[config.mk]
export PLATFORM = sky130hd
export DESIGN_NAME = config_packet_serializer_flat
export DESIGN_NICKNAME = d
export VERILOG_FILES = /design/src/rtl/config_packet_serializer_pkg.sv /design/src/rtl/config_packet_serializer_if.sv /design/src/rtl/config_ser_shift_reg.sv /design/src/rtl/config_packet_serializer.sv /design/src/flat_wrapper.sv
export SDC_FILE = /design/constraint.sdc
export NUM_CORES = 1
export LEC_CHECK = 0
export ABC_AREA = 1
export CAP_MARGIN = 10
export CELL_PAD_IN_SITES_DETAIL_PLACEMENT = 0
export CELL_PAD_IN_SITES_GLOBAL_PLACEMENT = 1
export CORE_MARGIN = 3
export CORE_UTILIZATION = 36
export DETAILED_ROUTE_END_ITERATION = 10
export GPL_ROUTABILITY_DRIVEN = 0
export PLACE_DENSITY = 0.77
export SYNTH_ARGS = -nofsm -noshare
export SYNTH_HDL_FRONTEND = slang
export SYNTH_HIERARCHICAL = 1
export SYNTH_SLANG_ARGS = --single-unit
[constraint.sdc]
create_clock -name clk_i -period 4.4 [get_ports clk_i]
set_clock_uncertainty 0.1 [all_clocks]
set_input_delay 0.88 -clock clk_i [delete_from_list [all_inputs] [get_ports clk_i]]
set_output_delay 0.88 -clock clk_i [all_outputs]
set_load 0.1 [all_outputs]
[src/rtl/config_packet_serializer_pkg.sv]
// Shared definitions for the config-net packet serializer.
//   config_s            : {cfg_clk, cfg_bit} bundle driven onto the config net
//   config_ser_state_e  : serializer FSM states
//   StartBit / IdleBit / FrameBit : line levels used for framing
//   max_of              : elaboration helper for counter sizing
package config_packet_serializer_pkg;

    typedef struct packed {
        logic cfg_clk;
        logic cfg_bit;
    } config_s;

    typedef enum logic [2:0] {
        StInit,
        StIdle,
        StStart,
        StId,
        StData,
        StFrame,
        StParity,
        StGap
    } config_ser_state_e;

    localparam logic StartBit = 1'b0;
    localparam logic IdleBit  = 1'b1;
    localparam logic FrameBit = 1'b1;

    function automatic int unsigned max_of(input int unsigned a, input int unsigned b);
        return (a > b) ? a : b;
    endfunction

endpackage

[src/rtl/config_packet_serializer_if.sv]
// Packet handshake + config-net output bundle for config_packet_serializer.
//   v_i / id_i / data_i : packet offered by the host (master drives)
//   ready_o             : serializer accepts a packet this cycle
//   config_o            : {cfg_clk, cfg_bit} toward the config_net node chain
//   busy_o              : serializer is not idle
// Modports: master (host side), slave (serializer side).
interface config_packet_serializer_if
    import config_packet_serializer_pkg::*;
#(
    parameter int unsigned id_width_p   = 8,
    parameter int unsigned data_width_p = 32
);

    logic                    v_i;
    logic [id_width_p-1:0]   id_i;
    logic [data_width_p-1:0] data_i;
    logic                    ready_o;
    config_s                 config_o;
    logic                    busy_o;

    modport master (
        output v_i,
        output id_i,
        output data_i,
        input  ready_o,
        input  config_o,
        input  busy_o
    );

    modport slave (
        input  v_i,
        input  id_i,
        input  data_i,
        output ready_o,
        output config_o,
        output busy_o
    );

endinterface

[src/rtl/config_ser_shift_reg.sv]
// Loadable LSB-first shift register holding the packet shadow copy.
//   clk_i, reset_i : clock, asynchronous active-high reset (clears to zero)
//   load_i         : capture data_i (has priority over shift_i)
//   shift_i        : shift right by one, zero filled
//   data_i         : parallel load value
//   lsb_o          : current bit 0, i.e. the next bit to serialise
module config_ser_shift_reg #(
    parameter int unsigned width_p = 8
) (
    input  logic               clk_i,
    input  logic               reset_i,
    input  logic               load_i,
    input  logic               shift_i,
    input  logic [width_p-1:0] data_i,
    output logic               lsb_o
);

    logic [width_p-1:0] data_q;
    logic [width_p-1:0] data_d;

    always_comb begin
        data_d = data_q;
        if (load_i) begin
            data_d = data_i;
        end else if (shift_i) begin
            data_d = data_q >> 1;
        end
    end

    always_ff @(posedge clk_i or posedge reset_i) begin
        if (reset_i) begin
            data_q <= '0;
        end else begin
            data_q <= data_d;
        end
    end

    assign lsb_o = data_q[0];

endmodule

[src/rtl/config_packet_serializer.sv]
// Config-net driver: accepts {id,data} packets over valid/ready and serialises each onto
// config_o.cfg_bit as: start bit (0), id LSB first, payload in frames of frame_len_p bits
// (LSB first) each followed by a '1' framing bit, optional parity bit, gap_p '1' cycles.
// After reset the line is held at '1' for init_ones_p cycles before the first ready.
// Ports:
//   clk_i   : clock, also forwarded combinationally as config_o.cfg_clk
//   reset_i : asynchronous active-high reset (aborts any packet, line back to '1' at once)
//   bus     : slave side of config_packet_serializer_if (v_i/id_i/data_i in,
//             ready_o/config_o/busy_o out)
// Build option: define CONFIG_PACKET_SERIALIZER_PARITY_EN to append an even-parity bit
// (XOR of all id and data bits) after the last framing bit.
module config_packet_serializer
    import config_packet_serializer_pkg::*;
#(
    parameter int unsigned id_width_p   = 8,
    parameter int unsigned data_width_p = 32,
    parameter int unsigned frame_len_p  = 8,
    parameter int unsigned init_ones_p  = 16,
    parameter int unsigned gap_p        = 2
) (
    input logic                       clk_i,
    input logic                       reset_i,
    config_packet_serializer_if.slave bus
);

    localparam int unsigned frames_lp   = data_width_p / frame_len_p;
    localparam int unsigned cnt_max_lp  = max_of(max_of(max_of(id_width_p, frame_len_p),
                                                        max_of(init_ones_p, gap_p)),
                                                 frames_lp);
    localparam int unsigned cnt_w_lp    = $clog2(cnt_max_lp + 1);
    localparam int unsigned shadow_w_lp = id_width_p + data_width_p;

    typedef logic [cnt_w_lp-1:0] cnt_t;

    localparam cnt_t init_last_lp  = cnt_t'(init_ones_p - 1);
    localparam cnt_t id_last_lp    = cnt_t'(id_width_p - 1);
    localparam cnt_t frame_last_lp = cnt_t'(frame_len_p - 1);
    localparam cnt_t frames_last_lp = cnt_t'(frames_lp - 1);
    // Only meaningful when gap_p > 0; the GAP state is bypassed otherwise.
    localparam cnt_t gap_last_lp   = cnt_t'(gap_p - 1);

    if (data_width_p % frame_len_p != 0) begin : g_frame_check
        $error("data_width_p must be a multiple of frame_len_p");
    end

    config_ser_state_e state_q, state_d;
    cnt_t              cnt_q, cnt_d;
    cnt_t              frame_q, frame_d;
    logic              cfg_bit_q, cfg_bit_d;
    logic              ready_q, ready_d;
    logic              busy_q, busy_d;
    logic              load;
    logic              shift;
    logic              sr_lsb;
    config_ser_state_e after_payload;
    config_ser_state_e after_parity;

`ifdef CONFIG_PACKET_SERIALIZER_PARITY_EN
    logic parity_q, parity_d;
`endif

    config_ser_shift_reg #(
        .width_p (shadow_w_lp)
    ) u_shadow (
        .clk_i   (clk_i),
        .reset_i (reset_i),
        .load_i  (load),
        .shift_i (shift),
        .data_i  ({bus.data_i, bus.id_i}),
        .lsb_o   (sr_lsb)
    );

    assign after_parity = (gap_p == 0) ? StIdle : StGap;
`ifdef CONFIG_PACKET_SERIALIZER_PARITY_EN
    assign after_payload = StParity;
`else
    assign after_payload = after_parity;
`endif

    // Next-state logic. state_q names what is on the line during the current cycle; the
    // registered cfg_bit for the next cycle is derived from state_d.
    always_comb begin
        state_d = state_q;
        cnt_d   = cnt_q;
        frame_d = frame_q;
        load    = 1'b0;

        unique case (state_q)
            StInit: begin
                if (cnt_q == init_last_lp) begin
                    state_d = StIdle;
                    cnt_d   = '0;
                end else begin
                    cnt_d = cnt_q + cnt_t'(1);
                end
            end
            StIdle: begin
                if (bus.v_i && ready_q) begin
                    state_d = StStart;
                    load    = 1'b1;
                end
            end
            StStart: begin
                state_d = StId;
                cnt_d   = '0;
            end
            StId: begin
                if (cnt_q == id_last_lp) begin
                    state_d = StData;
                    cnt_d   = '0;
                    frame_d = '0;
                end else begin
                    cnt_d = cnt_q + cnt_t'(1);
                end
            end
            StData: begin
                if (cnt_q == frame_last_lp) begin
                    state_d = StFrame;
                    cnt_d   = '0;
                end else begin
                    cnt_d = cnt_q + cnt_t'(1);
                end
            end
            StFrame: begin
                cnt_d = '0;
                if (frame_q == frames_last_lp) begin
                    state_d = after_payload;
                end else begin
                    state_d = StData;
                    frame_d = frame_q + cnt_t'(1);
                end
            end
            StParity: begin
                state_d = after_parity;
                cnt_d   = '0;
            end
            StGap: begin
                if (cnt_q == gap_last_lp) begin
                    state_d = StIdle;
                    cnt_d   = '0;
                end else begin
                    cnt_d = cnt_q + cnt_t'(1);
                end
            end
            default: begin
                state_d = StInit;
                cnt_d   = '0;
            end
        endcase

        // Each shift advances the shadow so bit 0 is always the next id/data bit to send.
        shift = (state_d == StId) || (state_d == StData);

        case (state_d)
            StStart:      cfg_bit_d = StartBit;
            StId, StData: cfg_bit_d = sr_lsb;
            StFrame:      cfg_bit_d = FrameBit;
`ifdef CONFIG_PACKET_SERIALIZER_PARITY_EN
            StParity:     cfg_bit_d = parity_q;
`endif
            default:      cfg_bit_d = IdleBit;
        endcase

        ready_d = (state_d == StIdle);
        busy_d  = (state_d != StIdle);
    end

`ifdef CONFIG_PACKET_SERIALIZER_PARITY_EN
    // Even parity is fixed at capture time so later input changes cannot affect it.
    assign parity_d = load ? ^{bus.data_i, bus.id_i} : parity_q;
`endif

    always_ff @(posedge clk_i or posedge reset_i) begin
        if (reset_i) begin
            state_q   <= StInit;
            cnt_q     <= '0;
            frame_q   <= '0;
            cfg_bit_q <= IdleBit;
            ready_q   <= 1'b0;
            busy_q    <= 1'b1;
`ifdef CONFIG_PACKET_SERIALIZER_PARITY_EN
            parity_q  <= 1'b0;
`endif
        end else begin
            state_q   <= state_d;
            cnt_q     <= cnt_d;
            frame_q   <= frame_d;
            cfg_bit_q <= cfg_bit_d;
            ready_q   <= ready_d;
            busy_q    <= busy_d;
`ifdef CONFIG_PACKET_SERIALIZER_PARITY_EN
            parity_q  <= parity_d;
`endif
        end
    end

    assign bus.ready_o         = ready_q;
    assign bus.busy_o          = busy_q;
    assign bus.config_o.cfg_clk = clk_i;
    assign bus.config_o.cfg_bit = cfg_bit_q;

endmodule
[src/flat_wrapper.sv]
// flat-port wrapper written by rule: the top's interface ports become plain ports
module config_packet_serializer_flat import config_packet_serializer_pkg::*;
#(
    parameter int unsigned id_width_p   = 8,
    parameter int unsigned data_width_p = 32,
    parameter int unsigned frame_len_p  = 8,
    parameter int unsigned init_ones_p  = 16,
    parameter int unsigned gap_p        = 2
)
  (clk_i, reset_i, bus_v_i, bus_id_i, bus_data_i, bus_ready_o, bus_config_o, bus_busy_o);
  config_packet_serializer_if #(.id_width_p(id_width_p), .data_width_p(data_width_p)) bus_i ();
  input logic clk_i;
  input logic reset_i;
  input wire logic [$bits(bus_i.v_i)-1:0] bus_v_i;
  input wire logic [$bits(bus_i.id_i)-1:0] bus_id_i;
  input wire logic [$bits(bus_i.data_i)-1:0] bus_data_i;
  output wire logic [$bits(bus_i.ready_o)-1:0] bus_ready_o;
  output wire logic [$bits(bus_i.config_o)-1:0] bus_config_o;
  output wire logic [$bits(bus_i.busy_o)-1:0] bus_busy_o;
  assign bus_i.v_i = bus_v_i;
  assign bus_i.id_i = bus_id_i;
  assign bus_i.data_i = bus_data_i;
  assign bus_ready_o = bus_i.ready_o;
  assign bus_config_o = bus_i.config_o;
  assign bus_busy_o = bus_i.busy_o;
  config_packet_serializer #(.id_width_p(id_width_p), .data_width_p(data_width_p), .frame_len_p(frame_len_p), .init_ones_p(init_ones_p), .gap_p(gap_p)) u_core (.clk_i(clk_i), .reset_i(reset_i), .bus(bus_i));
endmodule
Word-level counts from Yosys, hierarchy flattened --
Cells that the tools add are included.
Storage, ports and cells: bits in registers 56, output and inout port bits 4, input port bits 43, logic and storage cells 56
Cells by class: $add $sub $neg 2, muxes and demuxes 19, reductions and logical operators 10, equality and inequality tests 18
Operator list (count):
- 2-to-1 mux 40 bit | 2
- 2-to-1 mux 5 bit | 5
- case mux 3 bit (8 select lines) | 1
- case mux 5 bit (4 select lines) | 1
- == test 3 bit, second input constant | 5
- 2-to-1 mux 3 bit | 5
- == test 3 x 2 -> 1 bit, second input constant | 4
- adder 5 x 1 -> 5 bit, second input constant | 2
- case mux 5 bit (2 select lines) | 1
- == test 3 x 1 -> 1 bit, second input constant | 2
- == test 5 x 1 -> 1 bit, second input constant | 1
- == test 5 x 2 -> 1 bit, second input constant | 1
- == test 5 x 3 -> 1 bit, second input constant | 1
- == test 5 x 4 -> 1 bit, second input constant | 1
- nonzero test 2 bit | 2
- nonzero test 4 bit | 1
- OR reduction 2 bit | 2
- logical NOT 3 bit | 1
- != test 3 x 1 -> 1 bit, second input constant | 1
- AND reduction 3 bit | 1
- OR reduction 3 bit | 1
- 2-to-1 mux 1 bit | 2
- 2-to-1 mux 2 bit | 1
- != test 2 x 1 -> 1 bit, second input constant | 1
- other kinds (4) | 4

Depth between registers and ports, before layout --
Gate-level depths: netlist (run 1).
depth after elaboration 7, gate-level depth with buffers 12, mapped depth without buffers 11

Modules after synthesis --
The synthesis (run 1) kept the hierarchy.
Modules (own cells, without submodules):
- config_ser_shift_reg | sequential area each 1001.0 µm², instances 1, cells each 219, area each 1939.4 µm²
- config_packet_serializer | sequential area each 402.9 µm², instances 1, cells each 138, area each 1107.3 µm²

==> out/metrics.yaml, run 1 <==
ys_seq_area_share_pct: 46.1
die_w_um: 98.0
antenna_found_initial: 0
hold_ws_ns: 0.388
worst_ep_required_time_ns: 3.42
nNetsFinal: 442
critical_path_class: "clk2out"
grt_pass1_wl_um: 11000
max-cap-violations: 0
highest_layer: "met4"
cts_setup_buffers: 0
grt_pass1_vias: 2365
yosysWarningCount: 6
synth_seq_cells: 56
cts_tree: "yes"
synth_top_family_by_area: "simple AND/OR/NAND/NOR gates"
netlist_area_um2: 3050
power.density_nw_per_um2: 327
postCtsHoldBufs: 0
crit_family: "buffers and inverters"
met3_length_um: 246
num_rows: 32
die_h_um: 98.0
tns_ns: 0
avgSynthCellArea_um2: 8.53
setup_viol: 0
synthMuxAreaShare_pct: 0
ys_types: 31
cpPeakStageDelay_ns: 0.95
wl_met1_um: 3140
path_clk_slew_ns: 0.10
drt_iter0_markers: 143
irDropWorstVdd_v: 0.000317
cp-end-kind: "output pin"
grtUsageTotal_pct: 14.3
drive_gt1_share_pct: 16.2
synth_area_leader_cell: "dfrtp_1"
pin_count: 47
instances_no_fill: 497
start_util_pct: 38.2
crit_buf_inv: 3
drv_slew: 0
vias: 2419
slowest_stage: "clkdlybuf4s50_1"
firstDrtPassIters: 4
num_antenna_cells: 0
totalWireLength_um: 6350
synth_area_leaders: "dfrtp_1, nand2_1, nand3_1, nand3_2, buf_6"
power.total_w: 0.00119
path_cells: "clkbuf_8 > clkbuf_8 > clkdlybuf4s50_1"
synthAdderAreaFrac_pct: 2.05
leakagePower_nw: 1.66
worst_pin_slew_ns: 0.968
detail_route.vias_per_cell: 4.87
hold_viol_final: 0
clk_latency_ns: 0.42
syn-num-nets: 405
core_region_area_um2: 7970
place_inst: 486
yosys.area_share.simple_pct: 39.3
port_buffers: 46
grt_max_degree: 41
wl_met2_um: 2860
post_drt_wl_per_cell_um: 12.8
crit_path_frequent_cell: "clkbuf_8"
critPathLaunchType: "clock port"
synth-compound-area-share_pct: 3.20
areaGrowthSynthToFinish_pct: 18.9
max_slew_margin_pct: 35.3
synth-xor-area-share_pct: 0.575
drc: 0
ant_nets: 0
syn_inst: 357
ctsResizeCount: 0
synth.top_cell.area_share_pct: 44.4
cp_max_fo: 2
overflow: 0
hpwl_um: 4400
hold_path.class: "reg2reg"
grt_setup_unrepaired: "no"
die_area_um2: 9600
status: "complete, no violations"
critical_path_arrival_ns: 3.38
-- cells by family (layout without fill, tap and decap cells) --
family	count (synthesis)	count (layout)
adder cells (fa/ha/maj)	5	5
AND/OR/NAND/NOR	232	232
flip-flops	56	56
XOR/XNOR	2	2
buffers and inverters	45	83
AO/OA/AOI/OAI	17	17
-- cells in the final DEF (no fill, tap or decap), types with 3 or more instances in the layout --
cell type        Yosys  layout
nand2_1            100     100
o21bai_1             3       3
nand3_1             72      72
inv_1               16      16
nor2_1              16      16
clkbuf_8             0       8
nor2_4               4       4
clkdlybuf4s50_1      0      46
nand3_2             21      21
nor2_2               6       6
inv_4                3       3
a21oi_1              5       5
nand2_2              6       6
ha_1                 5       5
dfrtp_1             54      54
inv_2                4       4
buf_4                5       3
o21ai_0              4       4
-- where the power goes --
part           switching (W)  internal (W)  leakage (nW)
clock               0.000259      0.000187        0.0711
combinational      0.0000935     0.0000738         0.871
sequential         0.0000243      0.000549         0.716
total               0.000376      0.000810          1.66
-- per-layer routing --
metal | track usage [%] | vias to the layer above
met3 | 3.43 | 6
li1 | - | 1232
met5 | 0 | -
met4 | 6.92 | 0
met2 | 21.0 | 45
met1 | 19.6 | 1136
-- metrics by stage --
stage	area [µm²]	worst slack (ns)	utilization, %
2_1_floorplan	3050	1.01	-
3_3_place_gp	3500	0.280	43.9
3_5_place_dp	3500	0.280	43.9
4_1_cts	3620	0.0306	45.5
5_1_grt	3620	0.00965	45.5
6_report	3620	0.0404	45.5
-- tightest hold or removal path, delay by kind of cell (launching register included) --
kind,cells,cell delay (ns)
AND/OR/NAND/NOR,2,0.10
flip-flops,1,0.36
-- state kept, by name (all words and copies together) (netlist names) --
name / count
u_core/u_shadow/data_q: 40
u_core/cnt_q: 5
u_core/frame_q: 5
u_core/state_q: 3
u_core/bus.busy_o: 1
u_core/bus.ready_o: 1
u_core/cfg_bit_q: 1
-- final timing paths --
check | endpoint | depth (start not counted) | start | slack, ns
worst max-delay path | bus_config_o[1] | 3 | clk_i | 0.04
worst min-delay path | u_core/u_shadow/data_q[39]$_DFFE_PP0P_ | 2 | u_core/u_shadow/data_q[39]$_DFFE_PP0P_ | 0.39
worst max register to register | u_core/u_shadow/data_q[37]$_DFFE_PP0P_ | 10 | u_core/cnt_q[0]$_DFFE_PP0P_ | 1.85
worst min register to register | u_core/u_shadow/data_q[39]$_DFFE_PP0P_ | 2 | u_core/u_shadow/data_q[39]$_DFFE_PP0P_ | 0.39
max in group asynchronous | u_core/cnt_q[0]$_DFFE_PP0P_ | 2 | reset_i | 3.00
min in group asynchronous | u_core/frame_q[1]$_DFFE_PP0P_ | 2 | reset_i | 0.78
-- area by class of cell --
class	instances	area (µm²)
clock buffers	10	124
clock inverters	2	13.8
fillers	799	4340
inverters	23	93.8
multi-input cells	256	1390
flip-flops and latches	56	1400
well taps	102	128
repair buffers	48	473
-- synthesized netlist by cell type, drive strengths merged --
| cell type | count |
|---|---|
| nand2 | 106 |
| nand3 | 95 |
| dfrtp | 54 |
| nor2 | 26 |
| inv | 23 |
| buf | 20 |
| o21ai | 6 |
| a21oi | 5 |
| ha | 5 |
| nand4 | 3 |
| o21bai | 3 |
| clkbuf | 2 |
| dfstp | 2 |
| xor2 | 2 |
| a31oi | 1 |
| and2 | 1 |
| o21a | 1 |
| o22ai | 1 |
| or2 | 1 |
Note: power is estimated with default switching activity, not from simulation.
==> run 2, diff against run 1 <==
--- a/config.mk
+++ b/config.mk
@@ -10,10 +10,9 @@
 export CELL_PAD_IN_SITES_DETAIL_PLACEMENT = 0
 export CELL_PAD_IN_SITES_GLOBAL_PLACEMENT = 1
 export CORE_MARGIN = 3
-export CORE_UTILIZATION = 36
+export CORE_UTILIZATION = 35
 export DETAILED_ROUTE_END_ITERATION = 10
-export GPL_ROUTABILITY_DRIVEN = 0
-export PLACE_DENSITY = 0.77
+export PLACE_DENSITY = 0.76
 export SYNTH_ARGS = -nofsm -noshare
 export SYNTH_HDL_FRONTEND = slang
 export SYNTH_HIERARCHICAL = 1
==> run 2 against run 1 <==
  * Clock power barely moved
  * Register-to-register slack about the same
  * Non-clock buffer count unchanged
  * Worst hold slack improved by 0.0039 ns
  * Utilization decreased by 1.9 points
  * Largest cell class unchanged
  * Largest power group unchanged
==> out/metrics.yaml, run 2 (synthesized netlist as in run 1, its figures left out) <==
status: "complete, no violations"
cp_max_fo: 2  # unchanged
irDropWorstVdd_v: 0.000111  # -65%
start_util_pct: 36.5  # -1.7 points
ant_nets: 0  # unchanged
top_regs: "u_core/u_shadow/data_q: 40 flops, u_core/cnt_q: 5 flops, u_core/frame_q: 5 flops"
power.total_w: 0.00119  # about the same
layout.cells.most_common_list: "nand2_1, nand3_1, dfrtp_1"
post_drt_wl_per_cell_um: 12.3  # -3.9%
power.density_nw_per_um2: 327  # -0.18%
drt_iter0_markers: 115  # -20%
num_rows: 33  # +3.1%
hold_viol_final: 0  # unchanged
critical_path_class: "clk2out"
drv_slew: 0  # unchanged
leakagePower_nw: 1.66  # -0.13%
nNetsFinal: 442  # unchanged
pin_count: 47  # unchanged
totalWireLength_um: 6130  # -3.5%
firstDrtPassIters: 4  # unchanged
slowest_stage: "clkdlybuf4s50_1"
die_w_um: 99.3  # +1.3%
hpwl_um: 4220  # -4.2%
worst_ep_required_time_ns: 3.42  # about the same
final_common_cell: "nand2_1"
vias: 2379  # -1.7%
hold_path.class: "reg2reg"
wl_met1_um: 2810  # -10%
grt_setup_unrepaired: "no"
ctsResizeCount: 0  # unchanged
cpPeakStageDelay_ns: 0.95  # about the same
path_clk_slew_ns: 0.10  # about the same
num_antenna_cells: 0  # unchanged
overflow: 0  # unchanged
tns_ns: 0  # unchanged
multiInputGateArea_um2: 1390  # unchanged
grt_pass1_vias: 2427  # +2.6%
die_area_um2: 9860  # +2.7%
grt_max_degree: 41  # unchanged
largest_register_ffs: 40  # unchanged
die_h_um: 99.3  # +1.3%
max-cap-violations: 0  # unchanged
cp-end-kind: "output pin"
cts_tree: "yes"
wl_met2_um: 2960  # +3.6%
port_buffers: 46  # unchanged
critPathLaunchType: "clock port"
postCtsHoldBufs: 0  # unchanged
detail_route.vias_per_cell: 4.77  # -2.0%
highest_layer: "met4"
drive_gt1_share_pct: 16.2  # +0.041 points
cts_setup_buffers: 0  # unchanged
top_register: "u_core/u_shadow/data_q"
path_cells: "clkbuf_8 > clkbuf_8 > clkdlybuf4s50_1"
fillers: 862  # +7.9%
grt_pass1_wl_um: 11000  # unchanged
setup_viol: 0  # unchanged
crit_path_frequent_cell: "clkbuf_8"
drc: 0  # unchanged
critical_path_arrival_ns: 3.38  # about the same
clk_latency_ns: 0.42  # about the same
max_slew_margin_pct: 35.6  # +0.37 points
antenna_found_initial: 0  # unchanged
grtUsageTotal_pct: 13.8  # -0.42 points
worst_pin_slew_ns: 0.962  # -0.00551 ns
utilization_pct: 43.5  # -1.9 points
routabilityCongestion: 0.807
core_region_area_um2: 8340  # +4.7%
areaGrowthSynthToFinish_pct: 19.2
seqCellArea_um2: 1400  # unchanged
met3_length_um: 263  # +6.9%
[run 2: cell types whose count changed in the layout (fill, tap and decap cells not counted)]
cell      before  now
clkinv_2       1    0
clkinv_4       0    1
inv_6          1    0
inv_1         16   15
clkbuf_1       1    0
clkbuf_8       8    9
clkinv_1       0    1
[run 2: layout make-up]
class	instances	share of cell area [%]
clock inverter	1	0.241
clock buffer	10	3.69
multi-input combinational	256	38.2
sequential	56	38.6
tap	105	3.62
inverter	23	2.58
timing repair buffer	48	13.0
[run 2: metal layers]
layer | vias to the layer above | track usage [%]
met5 | - | 0
met4 | 0 | 5.57
met3 | 7 | 4.07
met2 | 45 | 22.4
met1 | 1100 | 17.3
li1 | 1227 | -
[run 2: where the power goes]
part           internal, W  switching, W  leakage (nW)
combinational    0.0000738     0.0000928         0.868
clock             0.000199      0.000249        0.0727
sequential        0.000549     0.0000235         0.716
[run 2: critical path, delay by kind of cell]
family | cells | cell delay [ns]
buffers and inverters | 3 | 1.17
[run 2: final timing paths]
check,start,to,slack [ns],cells past startpoint
setup / recovery,clk_i,bus_config_o[1],0.04,3
hold / removal,u_core/u_shadow/data_q[39]$_DFFE_PP0P_,u_core/u_shadow/data_q[39]$_DFFE_PP0P_,0.39,2
setup reg to reg,u_core/cnt_q[0]$_DFFE_PP0P_,u_core/u_shadow/data_q[0]$_DFFE_PP0P_,1.85,10
hold reg to reg,u_core/u_shadow/data_q[39]$_DFFE_PP0P_,u_core/u_shadow/data_q[39]$_DFFE_PP0P_,0.39,2
max in group asynchronous,reset_i,u_core/cnt_q[3]$_DFFE_PP0P_,3.02,2
min in group asynchronous,reset_i,u_core/frame_q[0]$_DFFE_PP0P_,0.77,2
[run 2: stage by stage]
step / setup WS [ns] / area [µm²] / hold WS (ns) / cells
after detailed placement: 0.280 / 3500 / 0.370 / 489
after floorplan: 1.01 / 3050 / 0.343 / 357
after global placement: 0.280 / 3500 / 0.365 / 489
final: 0.0421 / 3630 / 0.392 / 499
after global routing: 0.0248 / 3630 / 0.417 / 499
after CTS: 0.0302 / 3630 / 0.394 / 499
